[config.mk]
export PLATFORM = sky130hd
export DESIGN_NAME = snake_round_ctrl
export DESIGN_NICKNAME = d
export VERILOG_FILES = /design/src/rtl/snake_round_ctrl.sv
export SDC_FILE = /design/constraint.sdc
export NUM_CORES = 1
export LEC_CHECK = 0
export CAP_MARGIN = 10
export CORE_MARGIN = 3
export CORE_UTILIZATION = 45
export CTS_CLUSTER_DIAMETER = 120
export DETAILED_ROUTE_END_ITERATION = 7
export GPL_TIMING_DRIVEN = 0
export PLACE_DENSITY = 0.81
export SETUP_SLACK_MARGIN = 0.05
export SYNTH_ARGS = -nofsm -noshare
export SYNTH_HDL_FRONTEND = slang
export SYNTH_SLANG_ARGS = --single-unit
[constraint.sdc]
create_clock -name clk -period 2.35 [get_ports clk]
set_input_delay 0.3525 -clock clk [delete_from_list [all_inputs] [get_ports clk]]
set_output_delay 0.3525 -clock clk [all_outputs]
set_load 0.03 [all_outputs]
[src/rtl/snake_round_ctrl.sv]
// Round controller for the snake game: sequences IDLE/CLEAR/RUN/PAUSE/OVER,
// emits the game-step enable, filters direction keys and muxes the VGA stream.
module snake_round_ctrl #(
  parameter int TICK_DIV = 500000,
  parameter int X_W      = 8,
  parameter int Y_W      = 7,
  parameter int C_W      = 3,
  parameter int RND_W    = 8
) (
  input  logic             clk,
  input  logic             rst,
  input  logic [3:0]       key_n,
  input  logic             start_i,
  input  logic             pause_i,
  input  logic             game_done_i,
  output logic             game_rst_o,
  output logic             tick_o,
  output logic [1:0]       dir_o,
  output logic             fill_start_o,
  input  logic             fill_done_i,
  input  logic [X_W-1:0]   fill_x_i,
  input  logic [Y_W-1:0]   fill_y_i,
  input  logic [C_W-1:0]   fill_c_i,
  input  logic             fill_plot_i,
  input  logic [X_W-1:0]   game_x_i,
  input  logic [Y_W-1:0]   game_y_i,
  input  logic [C_W-1:0]   game_c_i,
  input  logic             game_plot_i,
  output logic [X_W-1:0]   vga_x_o,
  output logic [Y_W-1:0]   vga_y_o,
  output logic [C_W-1:0]   vga_c_o,
  output logic             vga_plot_o,
  output logic [2:0]       state_o,
  output logic [RND_W-1:0] rounds_o
);

  localparam int CNT_W = (TICK_DIV > 1) ? $clog2(TICK_DIV) : 1;
  localparam logic [CNT_W-1:0] CNT_LAST = CNT_W'(TICK_DIV - 1);
  localparam logic [CNT_W-1:0] CNT_PRE  = CNT_W'(TICK_DIV - 2);

  typedef enum logic [2:0] {
    IDLE  = 3'd0,
    CLEAR = 3'd1,
    RUN   = 3'd2,
    PAUSE = 3'd3,
    OVER  = 3'd4
  } state_t;

  state_t           state_q;
  state_t           state_d;
  logic [CNT_W-1:0] cnt;
  logic [1:0]       pend_dir;
  logic             pause_q;
  logic             pause_edge;
  logic             key_vld;
  logic [1:0]       key_dir;

  assign pause_edge = pause_i & ~pause_q;

  // Up beats left beats right beats down when several keys are held.
  always_comb begin
    key_vld = 1'b1;
    key_dir = 2'd0;
    if (!key_n[0])      key_dir = 2'd0;
    else if (!key_n[2]) key_dir = 2'd1;
    else if (!key_n[1]) key_dir = 2'd2;
    else if (!key_n[3]) key_dir = 2'd3;
    else                key_vld = 1'b0;
  end

  always_ff @(posedge clk) begin
    if (rst) state_q <= IDLE;
    else     state_q <= state_d;
  end

  // End of round takes precedence over a simultaneous pause request.
  always_comb begin
    state_d = state_q;
    case (state_q)
      IDLE:    if (start_i) state_d = CLEAR;
      CLEAR:   if (fill_done_i) state_d = RUN;
      RUN: begin
        if (game_done_i)     state_d = OVER;
        else if (pause_edge) state_d = PAUSE;
      end
      PAUSE:   if (pause_edge) state_d = RUN;
      OVER:    if (start_i) state_d = CLEAR;
      default: state_d = IDLE;
    endcase
  end

  always_ff @(posedge clk) begin
    if (rst) begin
      pause_q      <= 1'b0;
      tick_o       <= 1'b0;
      dir_o        <= 2'd0;
      pend_dir     <= 2'd0;
      fill_start_o <= 1'b0;
      rounds_o     <= '0;
      cnt          <= '0;
    end else begin
      pause_q <= pause_i;
      tick_o  <= 1'b0;
      case (state_q)
        IDLE, OVER: begin
          if (start_i) begin
            dir_o        <= 2'd0;
            pend_dir     <= 2'd0;
            fill_start_o <= 1'b1;
          end
        end
        CLEAR: begin
          if (fill_done_i) begin
            fill_start_o <= 1'b0;
            cnt          <= '0;
          end
        end
        RUN: begin
          // A key naming the opposite of the current heading is dropped.
          if (key_vld && (key_dir != ~dir_o)) pend_dir <= key_dir;
          if (state_d == RUN) begin
            cnt <= (cnt == CNT_LAST) ? '0 : cnt + 1'b1;
            if (cnt == CNT_PRE) begin
              tick_o <= 1'b1;
              dir_o  <= pend_dir;
            end
          end
          if (game_done_i && (rounds_o != '1)) rounds_o <= rounds_o + 1'b1;
        end
        default: ;
      endcase
    end
  end

  assign game_rst_o = (state_q == IDLE) || (state_q == CLEAR);
  assign state_o    = state_q;

  always_comb begin
    vga_x_o    = '0;
    vga_y_o    = '0;
    vga_c_o    = '0;
    vga_plot_o = 1'b0;
    case (state_q)
      CLEAR: begin
        vga_x_o    = fill_x_i;
        vga_y_o    = fill_y_i;
        vga_c_o    = fill_c_i;
        vga_plot_o = fill_plot_i;
      end
      RUN, PAUSE: begin
        vga_x_o    = game_x_i;
        vga_y_o    = game_y_i;
        vga_c_o    = game_c_i;
        vga_plot_o = game_plot_i;
      end
      default: ;
    endcase
  end

endmodule

After elaboration in Yosys (flattened, before gate mapping)
Cells that the tools add are included.
W data, S select, Z words.
{"block": "classes", "addsub": 2, "n_eq_ne": 14, "n_mux": 32, "bitwise_logic": 5, "n_reduce_logical": 15}
{"cell": "$mux W19", "count": 3}
{"cell": "$eq A19 B19 Y1 const B", "count": 2}
{"cell": "$pmux W19 S2", "count": 1}
{"cell": "$add A19 B1 Y19 const B", "count": 1}
{"cell": "$mux W2", "count": 8}
{"cell": "$pmux W8 S2", "count": 1}
{"cell": "$mux W3", "count": 5}
{"cell": "$pmux W7 S2", "count": 1}
{"cell": "$pmux W3 S4", "count": 1}
{"cell": "$eq A3 B2 Y1 const B", "count": 3}
{"cell": "$reduce_and A3 Y1", "count": 3}
{"cell": "$add A8 B1 Y8 const B", "count": 1}
{"cell": "$ne A2 B2 Y1 const B", "count": 4}
{"cell": "$ne A8 B8 Y1 const B", "count": 1}
{"cell": "$pmux W2 S2", "count": 2}
{"cell": "$mux W1", "count": 7}
{"cell": "$pmux W3 S2", "count": 1}
{"cell": "$reduce_bool A2 Y1", "count": 3}
{"cell": "$pmux W1 S2", "count": 2}
{"cell": "$reduce_and A4 Y1", "count": 1}
{"cell": "$reduce_or A2 Y1", "count": 2}
{"cell": "$eq A3 B1 Y1 const B", "count": 1}
{"cell": "$eq A3 B3 Y1 const B", "count": 1}
{"cell": "$logic_not A3 Y1", "count": 1}
{"cell": "9 further kinds", "count": 12}
{"block": "word_totals", "regBits": 37, "in_bits": 48, "out_inout_bits": 35, "wordCells": 76}

Logic depth before layout (Yosys ltp)
Gate-level depths: netlist of run 1.
{"block": "logic_depth", "word_depth": 8, "ltp_mapped": 7, "depth_no_buf": 6}

Worst setup path after synthesis of run 1
Ideal clock, no wire load.
{"block": "synth_path", "kind": "reg-to-output", "startpoint": "register state_q[1] (netlist: state_o[1])", "endpoint": "output port vga_x_o[0]", "arrival_time_ps": 2187, "slack_ps": -189, "stages_incl_launch_ff": 7, "n_path_buf": 3, "path_cell_list": "dfxtp_1 > clkbuf_1 > nor2_1 > and2_1 > clkbuf_1 > buf_1 > a22o_1"}
{"block": "synth_between", "elab_chain_cells": 3, "elab_cells_between_ends": 5, "cone_classes": "eq/ne: 3; mux: 1; reduce/logical: 1"}
{"element": "from (decl)", "line_no": "49", "source": "state_t state_q;"}
{"element": "from (signal assigned)", "line_no": "73", "source": "else state_q <= state_d;"}
{"element": "$eq A3 B2 Y1", "line_no": "143", "source": "case (state_q)"}
{"element": "$reduce_or A2 Y1", "line_no": "143"}
{"element": "$pmux W8 S2 *", "line_no": "143"}
{"element": "to (decl)", "line_no": "29", "source": "output logic [X_W-1:0] vga_x_o,"}
Every way passes the cells marked *; elsewhere a longest branch is shown, timed or not.

Worst setup path in the final report of run 1
{"block": "layout_path", "startpoint": "input port pause_i", "endpoint": "register dir_o[1]"}
{"block": "layout_between", "elab_chain_cells": 7, "elab_cells_between_ends": 8, "cone_classes": "eq/ne: 2; mux: 4; bitwise: 1; reduce/logical: 1"}
{"element": "from (decl)", "line_no": "14", "source": "input logic pause_i,"}
{"element": "$and A1 B1 Y1 *", "line_no": "58", "source": "assign pause_edge = pause_i & ~pause_q;"}
{"element": "$mux W3", "line_no": "84", "source": "else if (pause_edge) state_d = PAUSE;"}
{"element": "$mux W3", "line_no": "83", "source": "if (game_done_i) state_d = OVER;"}
{"element": "$pmux W3 S4 *", "line_no": "79", "source": "case (state_q)"}
{"element": "$eq A3 B2 Y1 *", "line_no": "121", "source": "if (state_d == RUN) begin"}
{"element": "$ne A2 B2 Y1 (no line) *"}
{"element": "$reduce_and A4 Y1 (no line) *"}
{"element": "to (signal assigned)", "line_no": "125", "source": "dir_o <= pend_dir;"}
{"element": "to (decl)", "line_no": "18", "source": "output logic [1:0] dir_o,"}
Marked as above.
A chain may end at the register's enable or synchronous reset.

==> results of run 1 <==
==> tightest hold or removal path, delay by kind of cell, from the launching register on <==
kind,cells,cell delay (ps)
DFF,1,320
AOI/OAI and AO/OA,1,50
buffers and inverters,1,50
==> where the power goes <==
part	internal, mW	switching (mW)
logic	0.166	0.192
registers	0.633	0.00572
clock network	0.346	0.230
==> metrics by stage <==
step	utilization	area (µm²)	power [mW]	setup slack (ps)
after floorplan	-	2290	0.839	57.8
after global placement	0.664	3200	1.02	-448
after detailed placement	0.664	3200	1.02	-406
after CTS	0.690	3330	1.57	57.4
after global routing	0.687	3310	1.63	17.9
final	0.687	3310	1.57	148
==> cell families (layout without fill, tap and decap cells) <==
group / count (synthesis) / in the layout / share of synthesized area
compound gates: 77 / 77 / 0.255
xor+xnor: 7 / 7 / 0.0268
fa+ha+maj: 3 / 3 / 0.0164
buf+inv: 23 / 113 / 0.0449
flops: 37 / 37 / 0.324
mux: 3 / 3 / 0.0137
simple gates: 126 / 126 / 0.320
==> layout make-up <==
type	instances	share of cell area
Multi-Input combinational cell	216	0.441
Timing Repair Buffer	83	0.242
Sequential cell	37	0.224
Clock buffer	7	0.0261
Tap cell	67	0.0253
Buffer	15	0.0249
Clock inverter	1	0.00907
Inverter	7	0.00794
==> placed cells by master (no fill, tap or decap), types with 3 or more instances in the layout <==
cell type and n:
nor3_1 4, nand4_1 12, and3_1 8, clkbuf_2 11, clkdlybuf4s15_2 10, o21ai_0 10
clkbuf_8 6, clkbuf_1 9, a31oi_1 4, ha_1 3, nand3b_1 4, nor2b_1 4
nand2_1 24, clkdlybuf4s50_1 63, xor2_1 6, or3_1 4, dfxtp_1 37, a211oi_1 8
a22o_1 19, nand3_1 9, or2_2 3, nor2_1 25, a21oi_1 17, nor4bb_1 3
nand2b_1 3, inv_1 7
==> worst max path at each step <==
stage | start | endpoint | slack, ps
2_1_floorplan | state_o[1] | vga_x_o[0] | 60
3_3_place_gp | state_o[1] | vga_x_o[7] | -450
3_5_place_dp | state_o[1] | vga_x_o[7] | -410
4_1_cts | state_o[0] | vga_x_o[7] | 60
5_1_grt | state_o[1] | vga_plot_o | 20
6_report | pause_i | dir_o[1] | 150
==> registers in the layout (all words and copies together), names as in the netlist <==
name and count:
cnt 19, rounds_o 8, pause_q 1, dir_o 2, fill_start_o 1, tick_o 1, pend_dir 2, state_o 3
==> layer usage <==
layer	track usage	routed length (µm)
met4	0.0480	51
met5	0	0
met1	0.282	3060
met3	0.0587	502
met2	0.407	3300
==> what timing repair did <==
| action | CTS | global route |
|---|---|---|
| buffers inserted | 0 | 1 |
| gates resized for setup | 49 | 17 |
| gates cloned | 0 | 0 |
| pin swaps | 0 | 1 |
| endpoints found under the setup margin | 19 | 22 |
==> cells in the mapped netlist (3+ instances only) <==
cell      number
or2_2          3
nor4bb_1       3
nor3_1         4
nand2_1       24
and3_1         8
nor2b_1        5
nand3_1        9
nand2b_1       3
a31oi_1        4
a211oi_1       8
nand3b_1       4
nor2_1        26
or3_1          4
a21oi_1       17
inv_1          7
o21ai_0       10
ha_1           3
dfxtp_1       37
a22o_1        19
clkbuf_1      12
xor2_1         6
nand4_1       12
==> summary.txt, run 1 <==
Outcome
  – Status: finished, final reports clean

Cells and area
  – Final non-filler cell total: between 400 and 500
  – Filler cells: approximately 450
  – P&R area growth vs syn: 44.8%
  – Fin nets: approximately 420
  – Layout cell share with drive strength beyond 1: 0.142
  – Area occupied by multi-input gates: approximately 1500 µm²
  – Register Area: about 740 µm²
  – Antenna diode count: 0

Timing
  – Tmin final: 2200 ps
  – Max-Slew Margin vs Limit: 0.563
  – TNS Setup: 0 ps
  – Final hold slack: 478 ps
  – Fin crit share: 0.937
  – # setup viols final: 0
  – RSZ-0062 raised after global routing: true
  – Clk_skew: ~5.3 ps
  – Hold Fails Final Rpt: 0
  – Max-slew violations: 0
  – F_max: ~450 MHz
  – Worst-Margin Slew: 652 ps

Drt
  – Via density: between 5 and 6
  – Routed WL per cell: roughly 16 µm
  – DRT iter0 DRCs: about 140
  – DRT Wirelength: just under 7 mm
  – DR vias: 2513
  – DRT Pass-1 Iters: 4
  – Number of remaining DRC errors: 0
  – Final ANT Viol Nets: 0

Setup path
  – CP Data Arrival Time: 2440 ps
  – CP Depth: 6
  – CP max stage delay: about 560 ps
  – Worst Setup Path Type: input port to flip-flop
  – Buf/Inv on CP: 1
  – Largest delay share family, worst path: compound AO/OA/AOI/OAI gates
  – Crit-path slowest cell: a2111oi_2
  – Capturing point of the worst reg2reg path: cnt[18]
  – Worst Setup Start Kind: input port
  – Reg2Reg Setup Slack: approximately 260 ps
  – CP Max Fanout: 5
  – Critical Path End Type: flip-flop
  – FF-to-FF Start: cnt[1]
  – Critical-path cell list: clkdlybuf4s50_1 > nor2b_1 > mux2_2 > a2111oi_2 > and3_1 > o21a_1
  – CP required: 2590 ps
  – Register-to-Register Path Depth: 6

Power and ir drop
  – Leak pwr: roughly 1.2 nW
  – Worst VDD drop: 0.386 mV
  – Pwr dens: around 480 nW/µm²

Clock tree
  – Clock-pin slew on the worst setup and hold paths: roughly 80 ps
  – Num Clock Sinks: 37
  – CTS HTree Levels: 2
  – Worst-case clock buffer depth: 2
  – CTS tree: yes
  – Clk_lat worst skew: roughly 290 ps
  – Cts hold-fix bufs: 0
  – Root buf cell: clkbuf_8
  – CTS Buf Count: 5

Synth
  – Syn avg cell area: roughly 8.3 µm²
  – Async S/R FF share, synth: 0
  – Yosys cell types: 58
  – Register area share after synthesis: 0.324
  – Top_reg_cell synth: dfxtp_1
  – Top-area cell type share of the netlist area: 0.324
  – Number of synthesized flops with an enable pin: 0
  – Cell area after synthesis: approximately 2300 µm²
  – Post-Syn Nets: between 300 and 400
  – Cell taking the most area after synthesis: dfxtp_1
  – Syn Inst Count: between 200 and 300
  – Yosys Warn Count: 0
  – Seq cells post-synth: 37
  – Top cells by area, synth: dfxtp_1, a22o_1, nor2_1

GRT
  – Largest net degree at the start of global routing: 12
  – Initial antenna violation count: 0
  – Global-route wire length before repair: between 10 and 15 mm
  – Vias in the first global route: about 2400
  – Tot GR Track Use: 0.231
  – Global route total overflow: 0

Place
  – PortBufs: 82
  – Final HPWL DP: between 5 and 6 mm
  – Inst Count DP: 425
  – GPL Wtd Cong: between 0.8 and 0.9

Min path
  – Hold path cells: 2
  – Hold Path Class: flip-flop to flip-flop
  – Hold_sp: fill_start_o
  – Hold path endpoint: fill_start_o

Floorplan
  – Io pins: a little over 80
  – Cell Rows: 25
  – Placeable Area: 4820 µm²
  – Starting Density: 0.475
  – Die ar.: about 6000 µm²
  – Die X-Extent: a little under 80 µm
  – Die Y: just under 80 µm

Job
  – Max-cap violations: 0
Note: power is estimated with default switching activity, not from simulation.
==> inputs of run 2 (changes only) <==
--- a/config.mk
+++ b/config.mk
@@ -5,10 +5,11 @@
 export SDC_FILE = /design/constraint.sdc
 export NUM_CORES = 1
 export LEC_CHECK = 0
-export CAP_MARGIN = 10
+export CAP_MARGIN = 20
 export CORE_MARGIN = 3
 export CORE_UTILIZATION = 45
 export CTS_CLUSTER_DIAMETER = 120
+export CTS_CLUSTER_SIZE = 25
 export DETAILED_ROUTE_END_ITERATION = 7
 export GPL_TIMING_DRIVEN = 0
 export PLACE_DENSITY = 0.81
==> results of run 2 <==
Final layout, timing and power as in run 1 (identical DEF).
